<file path="src/rtl/param_frame_tx.sv">
// param_frame_tx: sends four data bytes (LSB first) and a control byte over a byte-level UART,
// then waits for the checksum reply and reports ok, error or timeout.
module param_frame_tx #(
    parameter logic [31:0] TIMEOUT_CYCLES = 32'd2010000,
    parameter logic [7:0]  NOCHK_CTRL     = 8'd2
) (
    input  logic        clk,
    input  logic        rst,
    input  logic        start,
    input  logic [7:0]  ctrl_in,
    input  logic [31:0] data_in,
    output logic        busy,
    output logic        done,
    output logic        ack_ok,
    output logic        ack_err,
    output logic        timed_out,
    output logic [7:0]  rsp_byte,
    output logic        transmit,
    output logic [7:0]  tx_byte,
    input  logic        is_transmitting,
    input  logic        received,
    input  logic [7:0]  rx_byte
);
    typedef enum logic [2:0] {IDLE, SEND, WAIT_HI, WAIT_LO, WAIT_ACK, DONE} state_t;
    state_t      state, state_nx;
    logic [31:0] data_q, timer;
    logic [7:0]  ctrl_q, chk;
    logic [2:0]  idx;
    logic [2:0]  res;
    logic        expired;

    assign expired = timer == TIMEOUT_CYCLES - 32'd1;

    always_comb begin
        state_nx  = state;
        busy      = state != IDLE && state != DONE;
        done      = state == DONE;
        transmit  = state == SEND && !is_transmitting;
        tx_byte   = idx[2] ? ctrl_q : data_q[8*idx[1:0] +: 8];
        ack_ok    = done && res[0];
        ack_err   = done && res[1];
        timed_out = done && res[2];
        case (state)
            IDLE:     if (start) state_nx = SEND;
            SEND:     if (!is_transmitting) state_nx = WAIT_HI;
            WAIT_HI:  if (is_transmitting) state_nx = WAIT_LO;
            WAIT_LO:  if (!is_transmitting) state_nx = idx == 3'd4 ? WAIT_ACK : SEND;
            WAIT_ACK: if (received || expired) state_nx = DONE;
            default:  state_nx = IDLE;
        endcase
    end

    always_ff @(posedge clk) begin
        if (rst) begin
            state    <= IDLE;
            data_q   <= '0;
            ctrl_q   <= '0;
            chk      <= '0;
            idx      <= '0;
            timer    <= '0;
            rsp_byte <= '0;
            res      <= '0;
        end else begin
            state <= state_nx;
            if (state == IDLE && start) begin
                data_q <= data_in;
                ctrl_q <= ctrl_in;
                chk    <= data_in[7:0] + data_in[15:8] + data_in[23:16] + data_in[31:24];
                idx    <= '0;
            end
            if (state == WAIT_LO && !is_transmitting) begin
                if (idx != 3'd4) idx <= idx + 3'd1;
                timer <= '0;
            end
            // A reply arriving on the expiry cycle still counts as a reply.
            if (state == WAIT_ACK) begin
                timer <= timer + 32'd1;
                if (received) begin
                    rsp_byte <= rx_byte;
                    res      <= (rx_byte == chk || ctrl_q == NOCHK_CTRL) ? 3'b001 : 3'b010;
                end else if (expired) begin
                    res <= 3'b100;
                end
            end
        end
    end
endmodule

</file>
<file path="config.mk">
export PLATFORM = sky130hd
export DESIGN_NAME = param_frame_tx
export DESIGN_NICKNAME = d
export VERILOG_FILES = /design/src/rtl/param_frame_tx.sv
export SDC_FILE = /design/constraint.sdc
export NUM_CORES = 1
export LEC_CHECK = 0
export ABC_AREA = 0
export CAP_MARGIN = 25
export CORE_MARGIN = 2
export CORE_UTILIZATION = 30
export CTS_CLUSTER_SIZE = 24
export DETAILED_ROUTE_END_ITERATION = 7
export GPL_ROUTABILITY_DRIVEN = 0
export PLACE_DENSITY = 0.54
export SLEW_MARGIN = 20
export SYNTH_ARGS = -nofsm -noshare
export SYNTH_HDL_FRONTEND = slang
export SYNTH_SLANG_ARGS = --single-unit
export TNS_END_PERCENT = 100
</file>
<file path="constraint.sdc">
create_clock -name clk -period 3.8 [get_ports clk]
set_clock_uncertainty 0.1 [all_clocks]
set_input_delay 0.76 -clock clk [delete_from_list [all_inputs] [get_ports clk]]
set_output_delay 0.76 -clock clk [all_outputs]
set_load 0.02 [all_outputs]
</file>
Word-level counts from Yosys, hierarchy flattened:

Index checks and enable logic that the tools add are counted.

* flip-flop bits (word level): 97
* latch bits: 0
* memory bits (writable): 0
* ROM bits: 0
* word-level logic and storage cells: 63
* memories: 0

* add/subtract/negate cells: 5
* $mul: 0
* div/mod/pow operators: 0
* magnitude comparators: 0
* equal/unequal tests: 16
* shift operators: 1
* mux-type cells: 16
* bitwise logic cells: 0
* reduce and logical (&&, ||, !) cells: 17

Operators with widths (number)
* 32-bit 2-to-1 mux: 2
* 3-bit 2-to-1 mux: 11
* 32-bit by 1-bit adder with 32-bit output, second input constant: 1
* 32-bit by 21-bit == test with 1-bit output, second input constant: 1
* 32-bit by 6-bit indexed part select with 8-bit output: 1
* 8-bit adder: 3
* 3-bit one-hot mux with 5 select lines: 1
* 2-bit != test, second input constant: 5
* 3-bit == test, second input constant: 3
* 8-bit by 2-bit == test with 1-bit output, second input constant: 1
* 8-bit == test: 1
* 8-bit 2-to-1 mux: 1
* 1-bit logical AND: 7
* 3-bit by 2-bit == test with 1-bit output, second input constant: 2
* 3-bit != test, second input constant: 2
* 5-bit AND reduction: 1
* 2-bit AND reduction: 2
* 2-bit nonzero test: 2
* 3-bit by 1-bit adder with 3-bit output, second input constant: 1
* 3-bit by 1-bit == test with 1-bit output, second input constant: 1
* 3-bit zero test: 1
* 3-bit nonzero test: 1
* 1-bit logical OR: 2
* 2-bit 2-to-1 mux: 1
* 1-bit zero test: 1

Depth between registers and ports, before layout:

* depth in word-level cells: 5
* gate-level depth with buffers: 12
* mapped depth without buffers: 12

Worst setup path after synthesis:

OpenSTA, ideal clock, no wires.

* path type: input to register
* start: input data_in[1]
* end: register chk[7]
* setup time: 0.086 ns
* arrival time: 3.215 ns
* required time: 3.614 ns
* slack: 0.399 ns
* stages on the path: 12
* cells stage by stage: inv_1 -> fa_1 -> inv_1 -> fa_1 -> ha_1 -> inv_1 -> fa_1 -> nand2b_1 -> a21oi_1 -> o22ai_1 -> xnor2_1 -> a211oi_1

* word-level cells in the longest chain between the ends: 3

RTL lines
* start, declared: RTL line 11 `input logic [31:0] data_in,`
* 8-bit adder (3 in series): RTL line 68 `chk <= data_in[7:0] + data_in[15:8] + data_in[23:16] + data_in[31:24];`
* end signal, assigned: RTL line 68
* end, declared: RTL line 27 `logic [7:0] ctrl_q, chk;`

Every way passes these cells.
A chain may end at the register's enable or synchronous reset.

Worst setup path in the final report:

Ends and elaborated chain as after synthesis.

==> impl_metrics.py <==
metrics = {
    "global_routing": {
        "track_usage_pct": 15.0,
        "grt_pass1_wl_mm": 21.7,
        "grt_pass1_vias": 4251,
        "grt_max_degree": 79,
        "grt_overflow": 0,
        "antenna_found_initial": 0,
    },
    "flow_run": {
        "drv_cap": 0,
    },
    "run_status": {
        "outcome": "finished, final reports clean",
    },
    "place": {
        "placed_area_um2": 6110,
        "io_buffers": 74,
        "dpl.hpwl_mm": 9.65,
        "dp_cells": 894,
    },
    "logic_synthesis": {
        "ys_async_sr_fraction_pct": 0,
        "syn-cell-area_um2": 5130,
        "synth_top_family_by_area": "simple AND/OR/NAND/NOR gates",
        "synth_xor_area_share_pct": 2.56,
        "ys_dominant_reg_cell": "dfxtp_1",
        "syn-num-nets": 701,
        "synth_edf_count": 0,
        "synthMuxAreaShare_pct": 6.99,
        "synth_compound_area_share_pct": 14.4,
        "synth_cells": 624,
        "synth-seq-cells": 97,
        "synth_cell_type_count": 55,
        "yosysWarnings": 0,
        "yosys.area_share.adder_pct": 7.89,
        "syn_avg_cell_area_um2": 8.23,
        "synthSimpleGateAreaFrac_pct": 24.7,
        "seq_area_frac_synth_pct": 37.8,
    },
    "clocking": {
        "cts_root_buf": "clkbuf_16",
        "cts_tree": "yes",
        "clock_latency_ps": 350,
        "cts_hold_buffers": 0,
        "h-tree-depth": 3,
        "cts.sinks": 97,
        "cts-buffers-inserted": 9,
        "cts_buffer_depth": 2,
        "clkSlewWorstSetupHoldPaths_ps": 70,
    },
    "floorplanning": {
        "die_h_um": 135,
        "core_area_um2": 16600,
        "dieWidth_um": 135,
        "die-area_um2": 18200,
        "ios": 75,
        "fp-row-count": 47,
        "initial_utilization_pct": 30.9,
    },
    "sta": {
        "holdWs_ps": 354,
        "final_hold_viol_count": 0,
        "slew_viol_final": 0,
        "max_slew_margin_pct": 45.4,
        "fmax_mhz": 274,
        "final.period_utilization_pct": 96.2,
        "worstMarginPinSlew_ps": 818,
        "setup_viol": 0,
        "rsz0062_at_grt": "false",
        "period_needed_ps": 3660,
        "finalSetupTns_ps": 0,
    },
    "finish": {
        "final_cells": 910,
        "stdcell_area_um2": 6390,
        "final_util_pct": 38.4,
        "syn_to_final_growth_pct": 24.5,
        "drive_gt1_share_pct": 8.12,
        "nNetsFinal": 762,
        "diodes": 0,
    },
    "pwr": {
        "pwr-share-seq_pct": 44.7,
        "peakVddDrop_mv": 0.213,
        "power.share.combinational_pct": 20.0,
        "internal_power_uw": 1760,
        "power_density_nw_per_um2": 385,
        "power_frac_clock_pct": 35.3,
        "swShare_pct": 28.3,
        "p_sw_uw": 698,
        "p_leak_uw": 0.00232,
    },
    "drt": {
        "wl_met2_mm": 6.40,
        "highest_layer": "met4",
        "postRouteAntennaNets": 0,
        "viasPerCell": 4.89,
        "wl_met1_mm": 6.17,
        "wire_per_inst_um": 14.4,
        "drtIter0Drc": 237,
        "vias": 4448,
        "routed_wl_mm": 13.1,
        "drcViolationCount": 0,
        "wl_met3_um": 433,
        "first_pass_iters": 5,
    },
    "critical_path": {
        "path_max_fanout": 2,
        "cp-end-kind": "flip-flop",
        "critical_path_class": "primary input to flip-flop",
        "startpoint_type": "primary input",
        "arrival_ps": 3810,
        "critPathRequiredTime_ps": 3960,
    },
    "min_path": {
        "hold_class": "flip-flop to flip-flop",
    },
}
kinds of logic after synthesis:
group	after synthesis
AO/OA/AOI/OAI	129
XOR/XNOR	15
adder cells (fa/ha/maj)	24
buffers and inverters	75
flip-flops	97
multiplexers	24
AND/OR/NAND/NOR	260
per-stage QoR:
step                total power (uW)  setup WS [ps]
finish                          2460            145
global placement                1610           -163
CTS                             2490            108
detailed placement              1620           -268
global route                    2610           11.5
floorplan                       1420            399
cell type report:
class / instances / area [um2]
sequential: 97 / 1940
tap: 220 / 275
clock inverter: 6 / 42.5
clock buffer: 10 / 239
timing repair buffer: 87 / 836
multi-input combinational: 452 / 2920
fill: 1674 / 10200
inverter: 38 / 143
cell usage in the layout, fill, tap and decap left out, types with 6 or more instances in the layout:
cell and instances:
nand2_1 130, dfxtp_1 97, a21oi_1 80, clkdlybuf4s50_1 73, inv_1 38, nor2_1 31, nand3_1 19, fa_1 14
buf_4 14, o21ai_0 12, o211ai_1 11, or3_1 11, mux2_2 9, nand4_1 9, nor4_1 9, ha_1 9
clkbuf_16 9, mux4_2 8, and2_1 8, xor2_1 8, xnor2_1 7, nor3b_1 6, a211oi_1 6, mux2_1 6
Yosys cell counts (all sizes together) (4+ instances only):
cell type | count | area [um2]
nand3 | 19 | 95.1
nor4 | 10 | 77.6
and2 | 8 | 50.1
fa | 14 | 280
nor3b | 7 | 57.6
xor2 | 8 | 70.1
and4 | 4 | 35.0
xnor2 | 7 | 61.3
a21oi | 81 | 405
o211ai | 11 | 82.6
a211oi | 6 | 45.0
nand2b | 4 | 25.0
or3 | 11 | 68.8
clkbuf | 32 | 120
mux2 | 15 | 169
mux4 | 8 | 180
o21ai | 12 | 60.1
inv | 38 | 143
or2 | 4 | 25.0
ha | 10 | 125
nand4 | 10 | 68.8
buf | 5 | 23.8
nor3 | 5 | 25.0
dfxtp | 97 | 1940
or4 | 4 | 30.0
nand2 | 130 | 488
nor2 | 31 | 116
sequential cells by signal (all words and copies together), names as in the netlist:
signal	cells
timer	32
data_q	32
rsp_byte	8
ctrl_q	8
state	3
idx	3
res	3
chk	8
worst paths after layout:
check	start	end	slack, ps	cells past startpoint
max	data_in[1]	chk[7]	140	13
min	data_q[28]	data_q[28]	350	2
max reg2reg	state[2]	timer[25]	1000	5
min reg2reg	data_q[28]	data_q[28]	350	2
critical path, stage by stage:
cell and delay (ps):
clkdlybuf4s50_1 490, inv_1 60, fa_1 540, inv_1 50, fa_1 520, ha_2 190
inv_1 50, fa_1 380, nand2b_1 180, a21oi_2 150, o22ai_1 110, xnor2_1 130
a211oi_1 210
per-layer routing:
metal | GRT usage [%] | up-vias
met4 | 3.39 | 0
met5 | 0 | -
li1 | - | 2267
met1 | 19.8 | 2102
met3 | 3.87 | 7
met2 | 24.8 | 72
timing repair:
item,CTS,global route
setup endpoints to repair,0,2
resized for setup,0,2
hold endpoints to repair,0,0
setup buffers,0,0
power by group through the flow:
stage	clock, uW	sequential, uW	combinational (uW)
6_report	870	1100	491
2_1_floorplan	0	1110	314
4_1_cts	893	1100	494
3_5_place_dp	0	1130	491
5_1_grt	947	1110	553
3_3_place_gp	0	1120	485
No activity file was read; power rests on OpenSTA's default activity.
